File: config.mk
export PLATFORM = sky130hd
export DESIGN_NAME = mac_pe_acc
export DESIGN_NICKNAME = d
export VERILOG_FILES = /design/src/rtl/mac_pe_pkg.sv /design/src/rtl/mac_pe_sat_round.sv /design/src/rtl/mac_pe_acc.sv
export SDC_FILE = /design/constraint.sdc
export NUM_CORES = 1
export LEC_CHECK = 0
export CAP_MARGIN = 25
export CORE_MARGIN = 8
export CORE_UTILIZATION = 63
export DETAILED_ROUTE_END_ITERATION = 8
export GPL_TIMING_DRIVEN = 0
export PLACE_DENSITY = 0.85
export SLEW_MARGIN = 20
export SYNTH_ARGS = -nofsm -noshare
export SYNTH_HDL_FRONTEND = slang
export SYNTH_SLANG_ARGS = --single-unit
export TNS_END_PERCENT = 10
File: constraint.sdc
create_clock -name clk -period 10.3 [get_ports clk]
set_input_delay 2.06 -clock clk [delete_from_list [all_inputs] [get_ports clk]]
set_output_delay 2.06 -clock clk [all_outputs]
set_load 0.02 [all_outputs]
File: src/rtl/mac_pe_pkg.sv
// rtl/mac_pe_pkg.sv - shared types and width helpers for the pipelined MAC PE
// Optional feature macro: MAC_PE_ACC_SAT_ROUND_EN (selects output width).
package mac_pe_pkg;

    function automatic int calc_w(input int int_bits, input int frac_bits);
        return int_bits + frac_bits;
    endfunction

    function automatic int calc_prod_w(input int w);
        return 2 * w;
    endfunction

    function automatic int calc_acc_w(input int w, input int guard_bits);
        return 2 * w + guard_bits;
    endfunction

    function automatic int calc_out_w(input int w, input int guard_bits);
`ifdef MAC_PE_ACC_SAT_ROUND_EN
        return w + 0 * guard_bits;
`else
        return calc_acc_w(w, guard_bits);
`endif
    endfunction

    localparam int PE_INT_BITS   = 7;
    localparam int PE_FRAC_BITS  = 9;
    localparam int PE_GUARD_BITS = 4;
    localparam int PE_W          = calc_w(PE_INT_BITS, PE_FRAC_BITS);
    localparam int PE_PROD_W     = calc_prod_w(PE_W);
    localparam int PE_ACC_W      = calc_acc_w(PE_W, PE_GUARD_BITS);

    typedef enum logic [1:0] {
        IDLE = 2'd0,
        ACC  = 2'd1,
        DONE = 2'd2
    } state_t;

    // Field widths follow the package defaults; the top's parameters default to the same values.
    typedef struct packed {
        logic signed [PE_PROD_W-1:0] prod;
        logic signed [PE_ACC_W-1:0]  bias;
        logic                        first;
        logic                        last;
    } s1_payload_t;

endpackage

File: src/rtl/mac_pe_sat_round.sv
// rtl/mac_pe_sat_round.sv - round-half-up and saturate an accumulator to a W-bit Qint.frac value
module mac_pe_sat_round #(
    parameter int ACC_W = 36,
    parameter int W     = 16,
    parameter int FRAC  = 9
) (
    input  logic signed [ACC_W-1:0] acc_i,
    output logic        [W-1:0]     val_o,
    output logic                    sat_o
);

    localparam logic signed [ACC_W:0] HALF = {{(ACC_W+1-FRAC){1'b0}}, 1'b1, {(FRAC-1){1'b0}}};
    localparam logic signed [ACC_W:0] MAXV = {{(ACC_W+2-W){1'b0}}, {(W-1){1'b1}}};
    localparam logic signed [ACC_W:0] MINV = {{(ACC_W+2-W){1'b1}}, {(W-1){1'b0}}};

    logic signed [ACC_W:0] rnd;
    logic signed [ACC_W:0] shr;

    // One extra MSB so the half-LSB addition cannot wrap the largest positive sum.
    assign rnd = $signed({acc_i[ACC_W-1], acc_i}) + HALF;
    assign shr = rnd >>> FRAC;

    always_comb begin
        sat_o = 1'b0;
        val_o = shr[W-1:0];
        if (shr > MAXV) begin
            sat_o = 1'b1;
            val_o = {1'b0, {(W-1){1'b1}}};
        end else if (shr < MINV) begin
            sat_o = 1'b1;
            val_o = {1'b1, {(W-1){1'b0}}};
        end
    end

endmodule

File: src/rtl/mac_pe_acc.sv
// rtl/mac_pe_acc.sv - two-stage pipelined grouped fixed-point MAC with bias and backpressure
// Optional feature macro: MAC_PE_ACC_SAT_ROUND_EN (round/saturate result to W bits).
module mac_pe_acc
    import mac_pe_pkg::*;
#(
    parameter int para_int_bits   = PE_INT_BITS,
    parameter int para_frac_bits  = PE_FRAC_BITS,
    parameter int para_guard_bits = PE_GUARD_BITS
) (
    input  logic clk,
    input  logic rst,
    input  logic in_valid,
    output logic in_ready,
    input  logic in_first,
    input  logic in_last,
    input  logic signed [calc_w(para_int_bits, para_frac_bits)-1:0] data_in_1,
    input  logic signed [calc_w(para_int_bits, para_frac_bits)-1:0] data_in_2,
    input  logic signed [calc_w(para_int_bits, para_frac_bits)-1:0] data_adder,
    output logic out_valid,
    input  logic out_ready,
    output logic [calc_out_w(calc_w(para_int_bits, para_frac_bits), para_guard_bits)-1:0] mac_out,
    output logic out_sat
);

    localparam int W     = calc_w(para_int_bits, para_frac_bits);
    localparam int PW    = calc_prod_w(W);
    localparam int ACC_W = calc_acc_w(W, para_guard_bits);

    logic signed [PW-1:0]    prod_c;
    logic signed [ACC_W-1:0] bias_c;
    logic signed [ACC_W-1:0] base_c;
    logic signed [ACC_W-1:0] sum_c;
    s1_payload_t             s1_d;
    s1_payload_t             s1_q;
    logic                    s1_valid_q;
    state_t                  state_q;
    state_t                  state_d;
    logic signed [ACC_W-1:0] acc_q;
    logic signed [ACC_W-1:0] acc_d;
    logic signed [ACC_W-1:0] res_q;
    logic signed [ACC_W-1:0] res_d;
    logic                    stall;

    assign stall     = out_valid & ~out_ready;
    assign in_ready  = ~stall;
    assign out_valid = (state_q == DONE);

    assign prod_c = PW'(data_in_1) * PW'(data_in_2);
    assign bias_c = ACC_W'(data_adder) <<< para_frac_bits;

    always_comb begin
        s1_d       = '0;
        s1_d.prod  = prod_c;
        s1_d.bias  = bias_c;
        s1_d.first = in_first;
        s1_d.last  = in_last;
    end

    // A beat without first outside ACC starts a fresh group on a zero bias.
    assign base_c = s1_q.first ? $signed(s1_q.bias) :
                    (state_q == ACC) ? acc_q : '0;
    assign sum_c  = base_c + ACC_W'($signed(s1_q.prod));

    always_comb begin
        state_d = state_q;
        acc_d   = acc_q;
        res_d   = res_q;
        if (s1_valid_q) begin
            if (s1_q.last) begin
                res_d   = sum_c;
                state_d = DONE;
            end else begin
                acc_d   = sum_c;
                state_d = ACC;
            end
        end else if (state_q == DONE) begin
            state_d = IDLE;
        end
    end

    // Every register is frozen while the result waits on the collector.
    always_ff @(posedge clk) begin
        if (rst) begin
            s1_valid_q <= 1'b0;
            s1_q       <= '0;
            state_q    <= IDLE;
            acc_q      <= '0;
            res_q      <= '0;
        end else if (!stall) begin
            s1_valid_q <= in_valid;
            if (in_valid) begin
                s1_q <= s1_d;
            end
            state_q <= state_d;
            acc_q   <= acc_d;
            res_q   <= res_d;
        end
    end

`ifdef MAC_PE_ACC_SAT_ROUND_EN
    mac_pe_sat_round #(
        .ACC_W (ACC_W),
        .W     (W),
        .FRAC  (para_frac_bits)
    ) u_sat_round (
        .acc_i (res_q),
        .val_o (mac_out),
        .sat_o (out_sat)
    );
`else
    assign mac_out = res_q;
    assign out_sat = 1'b0;
`endif

endmodule

==> impl_metrics.json <==
{
  "synth_area_leaders": "fa_1, dfxtp_1, ha_1",
  "cts_hold_buf": 0,
  "syn_area_um2": 16600,
  "placed_cells": 2352,
  "die_w_um": 178,
  "layout-drive-gt1-share_pct": 2.83,
  "drt-initial-drc-count": 1313,
  "rr_endpoint": "acc_q[34]",
  "gp_congestion": 0.971,
  "worstPathArrival_ps": 9360,
  "final.min_clock_period_ps": 9060,
  "hold_viol_final": 0,
  "stdcell_count": 2384,
  "max_slew.worst_pin.slew_ps": 808,
  "ys.flop_type": "dfxtp_1",
  "route.detailed.drc": 0,
  "fin_util_pct": 71.2,
  "yosysWarnings": 0,
  "synth_fp_nets": 2360,
  "io_buffers": 91,
  "start_util_pct": 63.8,
  "cts-buffers-inserted": 17,
  "seqCellArea_um2": 2500,
  "grt_overflow": 0,
  "synth.largest_area_cell": "fa_1",
  "vias": 14100,
  "dp_hpwl_um": 37100,
  "rsz0062_at_grt": "no",
  "required_ps": 10610,
  "first_pass_iters": 6,
  "num-fill-cells": 2079,
  "htreeDepth": 4,
  "syn_area_per_cell_um2": 8.61,
  "post_cts_buffers": 0,
  "slew_viol_final": 0,
  "hold_path.class": "flop to flop",
  "clock_tree.root_cell": "clkbuf_16",
  "clock_skew_ps": 9.02,
  "antenna_found_initial": 1,
  "crit_path_top_delay_cell": "fa_1",
  "cts_tree": "yes",
  "grt_pass1_wl_um": 75900,
  "postSynthCellCount": 1926,
  "final_cell_mix": "inv_1, nand2_1, fa_1",
  "die-area_um2": 31800,
  "max_freq_mhz": 110,
  "crit_top_cell": "fa_1",
  "maxCapViolations": 0,
  "final_area_um2": 18500,
  "drt-total-wl_um": 46000,
  "ys_ff_latch": 125,
  "syn_to_final_growth_pct": 11.6,
  "crit_end": "s1_q[67]",
  "std_cell_rows": 59,
  "antenna_cells": 0,
  "nNetsFinal": 2470,
  "die_y_um": 178,
  "grt_pass1_vias": 15100,
  "crit_fanout": 10,
  "slew_headroom_pct": 46.1,
  "core_um2": 26000,
  "synth-seq-area-share_pct": 15.1,
  "ff2ff_setup_slack_ps": 5730,
  "setup.worst_path.class": "input port to flop",
  "reg2reg_depth": 15,
  "finalCritPeriodShare_pct": 87.9,
  "final_common_cell": "inv_1",
  "worstSetupStartpoint": "data_in_1[15]",
  "fin_tns_setup_ps": 0,
  "ys_types": 74,
  "cts_sinks": 125,
  "final-setup-viol-count": 0,
  "path_cells": "clkdlybuf4s50_1 -> clkbuf_1 -> nand2_1 -> inv_1 -> fa_1 -> fa_1 -> fa_1 -> fa_1 -> fa_1 -> inv_1 -> fa_1 -> inv_1 -> ha_1 -> a211o_1 -> o211a_1 -> or3_1 -> a41o_1 -> a211oi_1 -> nor2_1 -> xor2_1 -> a22o_1",
  "cts.path.max_buffers": 2,
  "grt_start_max_net_pins": 17,
  "critPathLaunchType": "input port",
  "holdCritStartpoint": "acc_q[3]",
  "async_flop_share_pct": 0,
  "clk_pin_slew_ps": 60,
  "final_antenna_net_count": 0,
  "place_area_um2": 17900,
  "io_pins": 93,
  "yosysTopAreaCellShare_pct": 31.8,
  "max_stage_delay_ps": 840,
  "via_per_inst": 5.91,
  "multiInputGateArea_um2": 12600,
  "wl_per_cell_um": 19.3,
  "outcome": "completed",
  "clock_latency_ps": 420,
  "synth_edf_count": 0,
  "endpoint_kind": "flop",
  "rr_startpoint": "s1_q[1]",
  "cts_resized": 0,
  "grt_usage_pct": 30.3
}
state kept, by name, summed over array words and instances (netlist names):
signal / flops
state_q: 2
s1_valid_q: 1
s1_q: 50
acc_q: 36
mac_out: 36
Yosys cell counts (all sizes together) (12+ instances only):
| library cell | number |
|---|---|
| a211oi | 24 |
| a21o | 34 |
| a21oi | 129 |
| a22o | 18 |
| and2 | 141 |
| clkbuf | 83 |
| dfxtp | 125 |
| fa | 263 |
| ha | 117 |
| inv | 313 |
| nand2 | 281 |
| nand2b | 14 |
| nand3 | 12 |
| nand3b | 29 |
| nand4 | 14 |
| nor2 | 75 |
| nor3 | 18 |
| o21a | 15 |
| o21ai | 48 |
| xnor2 | 41 |
| xor2 | 12 |
routing by layer:
layer | vias to the layer above | share of wire, % | wire length, um | track usage [%]
met5 | - | 0.028 | 13 | 0
met2 | 613 | 48 | 22100 | 51.1
met4 | 2 | 3.0 | 1370 | 9.23
met1 | 6981 | 41 | 18700 | 39.3
met3 | 116 | 8.3 | 3830 | 5.46
li1 | 6377 | - | - | -
worst min path at each step:
stage	endpoint	cells past startpoint	slack [ps]
finish	acc_q[3]	2	450
global route	acc_q[5]	2	460
CTS	acc_q[3]	2	450
detailed placement	acc_q[3]	2	450
global placement	acc_q[0]	2	440
floorplan	acc_q[0]	2	430
worst max-delay path, delay by kind of cell:
kind | cells | cell delay (ps)
AO/OA/AOI/OAI | 5 | 1240
XOR/XNOR | 1 | 170
adder cells (fa/ha/maj) | 7 | 3760
buffers and inverters | 5 | 1470
AND/OR/NAND/NOR | 3 | 660
cell type report:
class | instances | share of cell area, %
timing repair buffer | 91 | 4.92
inverter | 313 | 6.35
clock inverter | 13 | 0.757
sequential | 125 | 13.5
multi-input combinational | 1400 | 67.9
tap | 335 | 2.27
clock buffer | 19 | 2.45
buffer | 88 | 1.83
logic make-up (layout without fill, tap and decap cells):
kind of cell	after synthesis	after routing	share of synthesized area [%]
AO/OA/AOI/OAI	335	335	13.6
XOR/XNOR	53	53	2.80
adder cells (fa/ha/maj)	380	380	40.6
buffers and inverters	401	524	9.12
flip-flops	125	125	15.1
multiplexers	5	5	0.302
other	1	1	0.0226
AND/OR/NAND/NOR	626	626	18.4
through the flow:
step                hold slack (ps)  setup WS [ps]
floorplan                       432           2450
global placement                437           1130
detailed placement              446            949
CTS                             454           1360
global route                    465            977
finish                          453           1240
Power is not shown: default switching activity piles up to over one toggle a cycle in this logic, so the estimate is an artifact.
